### src/rtl/scramble.sv
// -----------------------------------------------------------------------------
// scramble
//
// Transmit-side 802.11 OFDM data scrambler. The serial DATA-field bit stream
// (SERVICE, PSDU and pad bits) is whitened with the 7-bit LFSR x^7 + x^4 + 1.
// The LFSR is loaded from a seed at the start of each frame. Tail bits are
// forced to zero after scrambling, which the convolutional encoder needs to
// return to the all-zero state. Sits between the PSDU bit serializer and the
// convolutional encoder.
//
// Parameters:
//   COUNT_WIDTH   width of the per-frame scrambled-bit counter
//   DEFAULT_SEED  seed used instead of a zero seed (zero would lock the LFSR)
//
// Ports:
//   clock          in   system clock, rising edge
//   reset_n        in   synchronous active-low reset
//   enable         in   global enable; low freezes all state
//   start          in   one-cycle frame start, loads the seed
//   seed[6:0]      in   scrambler initial state, sampled with start
//   in_bit         in   data bit
//   input_strobe   in   in_bit valid this cycle
//   tail_flag      in   strobed bit is a tail bit (output forced to 0)
//   last           in   strobed bit is the final bit of the frame
//   out_bit        out  scrambled bit, holds when output_strobe is low
//   output_strobe  out  one-cycle pulse per accepted bit
//   busy           out  high while a frame is being scrambled
//   bit_count      out  bits scrambled in the current frame, saturating
// -----------------------------------------------------------------------------
module scramble #(
    parameter int         COUNT_WIDTH  = 16,
    parameter logic [6:0] DEFAULT_SEED = 7'h5D
) (
    input  logic                   clock,
    input  logic                   reset_n,
    input  logic                   enable,
    input  logic                   start,
    input  logic [6:0]             seed,
    input  logic                   in_bit,
    input  logic                   input_strobe,
    input  logic                   tail_flag,
    input  logic                   last,
    output logic                   out_bit,
    output logic                   output_strobe,
    output logic                   busy,
    output logic [COUNT_WIDTH-1:0] bit_count
);

    typedef enum logic {
        IDLE     = 1'b0,
        SCRAMBLE = 1'b1
    } fsm_t;

    fsm_t                   fsm_q, fsm_d;
    logic [6:0]             lfsr_q, lfsr_d;
    logic                   out_bit_q, out_bit_d;
    logic                   strobe_q, strobe_d;
    logic [COUNT_WIDTH-1:0] count_q, count_d;

    logic                   load_seed;
    logic                   accept;
    logic                   fb;

    // -------------------------------------------------------------------------
    // FSM state register
    // -------------------------------------------------------------------------
    always_ff @(posedge clock) begin
        if (!reset_n) begin
            fsm_q <= IDLE;
        end else begin
            fsm_q <= fsm_d;
        end
    end

    // -------------------------------------------------------------------------
    // FSM next-state logic. start has priority over a coincident last bit.
    // -------------------------------------------------------------------------
    always_comb begin
        fsm_d = fsm_q;
        if (load_seed) begin
            fsm_d = SCRAMBLE;
        end else if (accept && last) begin
            fsm_d = IDLE;
        end
    end

    // -------------------------------------------------------------------------
    // FSM outputs / decoded controls. A strobe coinciding with start is
    // discarded, and strobes outside a frame are ignored.
    // -------------------------------------------------------------------------
    always_comb begin
        load_seed = enable & start;
        accept    = enable & input_strobe & ~start & (fsm_q == SCRAMBLE);
        busy      = (fsm_q == SCRAMBLE);
    end

    // -------------------------------------------------------------------------
    // Datapath next-state: LFSR, registered output bit/strobe, bit counter
    // -------------------------------------------------------------------------
    always_comb begin
        fb        = lfsr_q[6] ^ lfsr_q[3];
        lfsr_d    = lfsr_q;
        out_bit_d = out_bit_q;
        strobe_d  = 1'b0;
        count_d   = count_q;

        if (load_seed) begin
            lfsr_d  = (seed == 7'd0) ? DEFAULT_SEED : seed;
            count_d = '0;
        end else if (accept) begin
            // Tail bits still step the LFSR so the sequence stays aligned.
            lfsr_d    = {lfsr_q[5:0], fb};
            out_bit_d = tail_flag ? 1'b0 : (in_bit ^ fb);
            strobe_d  = 1'b1;
            if (!(&count_q)) begin
                count_d = count_q + {{(COUNT_WIDTH-1){1'b0}}, 1'b1};
            end
        end
    end

    // -------------------------------------------------------------------------
    // Datapath registers
    // -------------------------------------------------------------------------
    always_ff @(posedge clock) begin
        if (!reset_n) begin
            lfsr_q    <= 7'd0;
            out_bit_q <= 1'b0;
            strobe_q  <= 1'b0;
            count_q   <= '0;
        end else begin
            lfsr_q    <= lfsr_d;
            out_bit_q <= out_bit_d;
            strobe_q  <= strobe_d;
            count_q   <= count_d;
        end
    end

    assign out_bit       = out_bit_q;
    assign output_strobe = strobe_q;
    assign bit_count     = count_q;

endmodule

### config.mk
export PLATFORM = sky130hd
export DESIGN_NAME = scramble
export DESIGN_NICKNAME = d
export VERILOG_FILES = /design/src/rtl/scramble.sv
export SDC_FILE = /design/constraint.sdc
export NUM_CORES = 1
export LEC_CHECK = 0
export CAP_MARGIN = 20
export CORE_AREA = 2 2 59 61
export CTS_CLUSTER_SIZE = 8
export DETAILED_ROUTE_END_ITERATION = 8
export DIE_AREA = 0 0 61 63
export PLACE_DENSITY = 0.84
export SYNTH_ARGS = -nofsm -noshare
export SYNTH_HDL_FRONTEND = slang
export SYNTH_SLANG_ARGS = --single-unit
export TNS_END_PERCENT = 10
### constraint.sdc
create_clock -name clock -period 1.65 [get_ports clock]
set_input_delay 0.33 -clock clock [delete_from_list [all_inputs] [get_ports clock]]
set_output_delay 0.33 -clock clock [all_outputs]
set_load 0.05 [all_outputs]
==> qor.yml, run 1 <==
status:
  outcome: "finished clean"
grt:
  grt_use_total_pct: 20.7
  grt_pass1_vias: 1398
  grt_pass1_wl_um: 6210
  grt_max_degree: 15
  antenna_found_initial: 0
  grt-ovfl-total: 0
sta:
  fmax_ghz: 0.622
  rsz0062_at_grt: "true"
  worst_pin_slew_ns: 0.341
  fin_crit_ns: 1.61
  hold_viol_final: 0
  final.setup_skew_ns: 0.0112
  period_share_pct: 97.4
  slew_violations: 0
  holdWs_ns: 0.474
  finalSetupViolCount: 0
  maxSlewHeadroom_pct: 77.0
worst_setup_path:
  worstSetupStartpoint: "bit_count[7]$_SDFFE_PP0P_"
  timing.critical_path.buf_inv: 2
  cp-endpoint: "bit_count[6]$_SDFFE_PP0P_"
  cp-start-kind: "flip-flop"
  cp.arrival_ns: 1.88
  r2r_cells: 6
  cp-end-kind: "flip-flop"
  cp_slowest_cell: "or4_2"
  cpPeakStageDelay_ns: 0.56
  rrSetupSlack_ns: 0.04
  path_max_fanout: 6
  cp.depth: 6
  critPathRequiredTime_ns: 1.92
  timing.rr.start: "bit_count[7]$_SDFFE_PP0P_"
  r2r_end: "bit_count[6]$_SDFFE_PP0P_"
  path_class: "flip-flop to flip-flop"
  path_cells: "nand3_2, buf_6, nor3_1, buf_4, or4_2, a21oi_2"
  cp_top_family: "simple AND/OR/NAND/NOR gates"
final_layout:
  multiInputGateArea_um2: 835
  fin_nets: 237
  post_route_cells_drive_above_1_share_pct: 35.5
  fillerInstances: 286
  seq_area_um2: 576
  area_growth_syn_to_layout_pct: 49.1
  finalNonFillerCells: 266
  final_util_pct: 62.2
  antennaDiodeCount: 0
flow_run:
  timing.max_cap.violations: 0
power:
  switching_share_pct: 25.8
  ir_worst_vdd_uv: 407
  pwr-share-seq_pct: 60.0
  p_int_uw: 774
  pwr-share-clk_pct: 27.2
  p_sw_uw: 269
  leakagePower_uw: 0.000771
  power.density_mw_per_mm2: 519
  combPwrFrac_pct: 12.8
worst_hold_path:
  min-delay-start: "lfsr_q[4]$_SDFFE_PN0P_"
  hold_class: "flip-flop to flip-flop"
yosys:
  ys_seq_area_share_pct: 38.6
  synth_cell_types: 41
  synthCells: 161
  async_reset_ff_share_pct: 0
  synth_area_per_cell_um2: 8.37
  synth_nets: 177
  ys_ff_latch: 26
  syn-cell-area_mm2: 0.00135
  synth_edf_count: 0
  yosys_warnings: 0
  synthFlopType: "dfxtp_1"
clocking:
  clk_root_buffer_cell: "clkbuf_4"
  path_clk_slew_ns: 0.15
  insertion_delay_ns: 0.33
  cts_made_buffers: 3
  numClockSinks: 26
  ctsHtreeMaxLevel: 1
  cts_buffer_depth: 2
  hold_buffers: 0
  cts_tree: "built"
die:
  core_area_mm2: 0.00323
  rows: 21
  start_util_pct: 41.7
  io-pin-count: 34
  die_area_mm2: 0.00384
  die_y_um: 63
  die_w_um: 61
place:
  dp_cells: 261
  gp_congestion: 0.873
  dp_hpwl_um: 2720
  port_buffers: 33
routing:
  vias: 1495
  via_per_inst: 5.62
  dr.pass1.iters: 4
  routedWlPerCell_um: 13.6
  drt_iter0_drc: 91
  drc: 0
  final_antenna_net_count: 0
  drt-total-wl_um: 3630
==> repair_timing <==
item	in CTS	in global routing
setup endpoints to repair	8	10
pin swaps	7	5
gates resized for setup	13	9
gates cloned	0	1
buffers inserted	0	0
==> synth_stat cells, types with 2 or more instances <==
cell type / count / area (um2)
or4_1: 2 / 15.0
a31oi_1: 2 / 12.5
clkbuf_1: 5 / 18.8
o31ai_1: 2 / 15.0
nand4b_1: 2 / 17.5
nand3_1: 11 / 55.1
nand2b_1: 3 / 18.8
a21oi_1: 8 / 40.0
nand3b_1: 2 / 15.0
o21ai_0: 8 / 40.0
dfxtp_1: 26 / 521
o211a_1: 2 / 20.0
a21boi_0: 6 / 45.0
or3_2: 2 / 15.0
nand4_1: 4 / 25.0
and2_1: 5 / 31.3
nand2_1: 23 / 86.3
nor4_1: 5 / 31.3
mux2i_1: 2 / 20.0
nor2_1: 5 / 18.8
o311ai_0: 5 / 43.8
nor3_1: 9 / 45.0
or3_1: 4 / 25.0
==> area by class of cell <==
| class | instances | share of cell area (%) |
|---|---|---|
| tap | 46 | 2.86 |
| inverter | 1 | 0.187 |
| timing repair buffer | 61 | 25.5 |
| multi-input combinational | 128 | 41.5 |
| clock inverter | 1 | 0.187 |
| clock buffer | 3 | 1.12 |
| sequential | 26 | 28.6 |
==> power by group through the flow <==
stage	Sequential (uW)	Clock, uW	Combinational (uW)
5_1_grt	628	316	144
3_3_place_gp	639	0	130
3_5_place_dp	640	0	133
6_report	625	284	133
2_1_floorplan	646	0	51.9
4_1_cts	625	284	132
==> worst min-delay path by stage <==
stage                                 end  slack [ns]  cells past startpoint
2_1_floorplan      lfsr_q[2]$_SDFFE_PN0P_        0.44                      2
6_report           lfsr_q[4]$_SDFFE_PN0P_        0.47                      2
4_1_cts            lfsr_q[4]$_SDFFE_PN0P_        0.48                      2
5_1_grt        bit_count[11]$_SDFFE_PP0P_        0.50                      1
3_3_place_gp       lfsr_q[4]$_SDFFE_PN0P_        0.45                      2
3_5_place_dp       lfsr_q[4]$_SDFFE_PN0P_        0.46                      2
==> layout by cell type, fill, tap and decap left out, types with 4 or more instances in the layout <==
master           Yosys  layout
buf_4                0      43
nand2_1             23      23
dfxtp_4              0      14
nand3_1             11      10
dfxtp_1             26      10
nor3_1               9       9
clkdlybuf4s50_1      0       8
o21ai_0              8       7
a21oi_1              8       7
dlygate4sd2_1        0       6
and2_1               5       5
nor2_1               5       5
nand4_1              4       4
or3_1                4       4
o311ai_1             0       4
a21boi_1             0       4
==> worst min-delay path, cell delays in order, from the launching register on <==
cell and delay [ns]:
dfxtp_1 0.34, nand2_1 0.05, a21boi_0 0.06
==> kinds of logic (layout without fill, tap and decap cells) <==
kind of cell / Yosys count / in the layout / synth area share [%]
buf+inv: 7 / 66 / 2.69
mux: 2 / 2 / 1.49
flops: 26 / 26 / 38.6
compound gates: 41 / 41 / 20.8
xor+xnor: 2 / 2 / 1.30
simple gates: 82 / 82 / 34.2
fa+ha+maj: 1 / 1 / 0.928
==> metal layers <==
layer / vias to the layer above / GRT usage (%) / part of all wire [%]
met3: 10 / 1.86 / 3.8
met2: 43 / 34.9 / 52
met5: - / 0 / 0
met4: 0 / 6.79 / 2.2
met1: 703 / 26.9 / 42
li1: 739 / - / -
==> sequential cells by signal, summed over array words and instances (netlist names) <==
register,flops
lfsr_q,7
busy,1
bit_count,16
output_strobe,1
out_bit,1
==> per-stage QoR <==
stage | cell area [um2] | total power, uW | setup TNS [ns] | worst slack [ns]
after global routing | 2010 | 1090 | -0.146 | -0.0468
after CTS | 1980 | 1040 | 0 | 0.0227
after floorplan | 1420 | 698 | -0.0574 | -0.0308
after global placement | 1950 | 769 | -5.47 | -0.410
final | 2010 | 1040 | 0 | 0.0435
after detailed placement | 1950 | 772 | -6.18 | -0.452
Note: power is estimated with default switching activity, not from simulation.
==> inputs of run 2 (changes only) <==
--- a/config.mk
+++ b/config.mk
@@ -6,11 +6,12 @@
 export NUM_CORES = 1
 export LEC_CHECK = 0
 export CAP_MARGIN = 20
-export CORE_AREA = 2 2 59 61
+export CORE_AREA = 2 2 58 60
+export CTS_BUF_LIST = sky130_fd_sc_hd__clkbuf_8
 export CTS_CLUSTER_SIZE = 8
 export DETAILED_ROUTE_END_ITERATION = 8
-export DIE_AREA = 0 0 61 63
-export PLACE_DENSITY = 0.84
+export DIE_AREA = 0 0 60 62
+export PLACE_DENSITY = 0.86
 export SYNTH_ARGS = -nofsm -noshare
 export SYNTH_HDL_FRONTEND = slang
 export SYNTH_SLANG_ARGS = --single-unit
==> qor.yml, run 2 (same netlist as run 1, synthesis figures left out) <==
power:
  power.density_mw_per_mm2: 623  # +20%
  leakagePower_uw: 0.000831  # +7.8%
  ir_worst_vdd_uv: 486  # +19%
sta:
  finalSetupViolCount: 0  # unchanged
  worst_pin_slew_ns: 0.369  # +0.0275 ns
  post-route-worst-setup-slack_ns: 0.0515  # +0.00801 ns
  fin_crit_ns: 1.60  # -0.00801 ns
  final.setup_skew_ns: 0.00169  # -0.00949 ns
  fmax_ghz: 0.626  # +0.50%
  period_share_pct: 96.9  # -0.49 points
  rsz0062_at_grt: "true"
  slew_violations: 0  # unchanged
  maxSlewHeadroom_pct: 75.2  # -1.9 points
  hold_viol_final: 0  # unchanged
final_layout:
  final_util_pct: 64.9  # +2.7 points
  area_growth_syn_to_layout_pct: 53.0
  fillerInstances: 265  # -7.3%
  post_route_cells_drive_above_1_share_pct: 35.3  # -0.16 points
  final_area_mm2: 0.00206  # +2.6%
  fin_nets: 238  # +0.42%
  antennaDiodeCount: 0  # unchanged
  largest_reg_flops: 16  # unchanged
  final_common_cell: "buf_4"
  multiInputGateArea_um2: 825  # -1.2%
  final_cell_mix: "buf_4, nand2_1, dfxtp_4, nand3_1, dfxtp_1"
  seq_area_um2: 576  # unchanged
die:
  start_util_pct: 42.4  # +0.69 points
  die_w_um: 60  # -1.6%
  io-pin-count: 34  # unchanged
  rows: 21  # unchanged
  core_area_mm2: 0.00318  # -1.6%
  die_area_mm2: 0.00372  # -3.2%
  die_y_um: 62  # -1.6%
worst_setup_path:
  cp.arrival_ns: 1.80  # -0.08 ns
  cp-end-kind: "flip-flop"
  cp_top_family: "simple AND/OR/NAND/NOR gates"
  path_cells: "nand4b_1, or4_4, or3_1, a21oi_1"
  path_max_fanout: 6  # unchanged
  cp-start-kind: "flip-flop"
  cpPeakStageDelay_ns: 0.52  # -0.04 ns
  critPathRequiredTime_ns: 1.86  # -0.06 ns
  timing.critical_path.buf_inv: 0  # -2
  path_class: "flip-flop to flip-flop"
  cp_slowest_cell: "or4_4"
routing:
  drt-total-wl_um: 3660  # +0.99%
  final_antenna_net_count: 0  # unchanged
  drt_iter0_drc: 61  # -33%
  routedWlPerCell_um: 13.7  # +0.61%
  dr.pass1.iters: 4  # unchanged
  drc: 0  # unchanged
  vias: 1506  # +0.74%
  via_per_inst: 5.64  # +0.36%
grt:
  grt_max_degree: 16  # +1
  grt-ovfl-total: 0  # unchanged
  antenna_found_initial: 0  # unchanged
  grt_pass1_wl_um: 5650  # -9.0%
  grt_use_total_pct: 20.0  # -0.71 points
  grt_pass1_vias: 1381  # -1.2%
clocking:
  insertion_delay_ns: 0.27  # -0.06 ns
  path_clk_slew_ns: 0.09  # -0.06 ns
  cts_tree: "built"
  cts_buffer_depth: 2  # unchanged
  ctsHtreeMaxLevel: 1  # unchanged
  cts_made_buffers: 3  # unchanged
  numClockSinks: 26  # unchanged
  clk_root_buffer_cell: "clkbuf_8"
place:
  placed_cell_area_mm2: 0.00193  # -1.2%
  pre_cts_ws_ns: -0.441  # +0.0112 ns
  dp_hpwl_um: 2640  # -3.1%
  port_buffers: 33  # unchanged
  gp_congestion: 0.874  # +0.15%
status:
  outcome: "finished clean"
flow_run:
  timing.max_cap.violations: 0  # unchanged
worst_hold_path:
  hold_class: "input port to flip-flop"
## run 2: changes by cell type in the layout (fill, tap and decap cells not counted), moves of 2 or more
| cell | before | now |
|---|---|---|
| a21boi_0 | 2 | 5 |
| a21boi_1 | 4 | 1 |
| buf_4 | 43 | 45 |
| clkbuf_4 | 3 | 0 |
| clkbuf_8 | 0 | 3 |
| dlygate4sd2_1 | 6 | 3 |
| dlymetal6s2s_1 | 0 | 4 |
## run 2: final cells by class
class / count / area share, %
Multi-Input combinational cell: 128 / 40.0
Sequential cell: 26 / 27.9
Timing Repair Buffer: 62 / 25.7
Tap cell: 46 / 2.79
Clock buffer: 3 / 2.00
Clock inverter: 1 / 1.46
Inverter: 1 / 0.182
## run 2: report_power, final
group          total [uW]  internal, uW  switching [uW]
clock                 530           325             205
combinational         131          68.9            62.1
sequential            625           617            8.02
total                1290          1010             275
## run 2: worst paths after layout
check                         startpoint                   endpoint  slack [ns]  cells past startpoint
hold / removal                   seed[5]     lfsr_q[5]$_SDFFE_PN0P_        0.42                      3
setup / recovery       busy$_SDFFE_PN0P_  bit_count[9]$_SDFFE_PP0P_        0.05                      4
setup reg to reg       busy$_SDFFE_PN0P_  bit_count[9]$_SDFFE_PP0P_        0.05                      4
hold reg to reg   lfsr_q[0]$_SDFFE_PN0P_     lfsr_q[0]$_SDFFE_PN0P_        0.47                      2
## run 2: repair_timing
action,4_1_cts,5_1_grt
setup endpoints to repair,9,13
pin swaps,4,11
setup buffers,0,4
gates cloned,0,1
resized for setup,3,14
hold buffers,0,0
## run 2: metrics by stage
step                      power, uW  hold WS (ns)  TNS [ns]  cells
after floorplan                 698         0.438   -0.0574    161
after global placement          769         0.448     -4.83    258
after detailed placement        772         0.461     -5.30    258
after CTS                      1290         0.475    -0.115    262
after global routing           1330         0.453    -0.114    267
final                          1290         0.424         0    267
## run 2: per-layer routing
layer  up-vias  wire (um)  GRT usage (%)
met2        37       1900           36.2
met3         9        111           2.90
met1       717       1570           22.3
met5         -          0              0
met4         0         85           11.7
li1        743          -              -
## run 2: worst register-to-register path: cells and delay by family (launching register included)
family / cells / cell delay [ns]
compound gates: 1 / 0.12
simple gates: 3 / 1.03
flops: 1 / 0.38
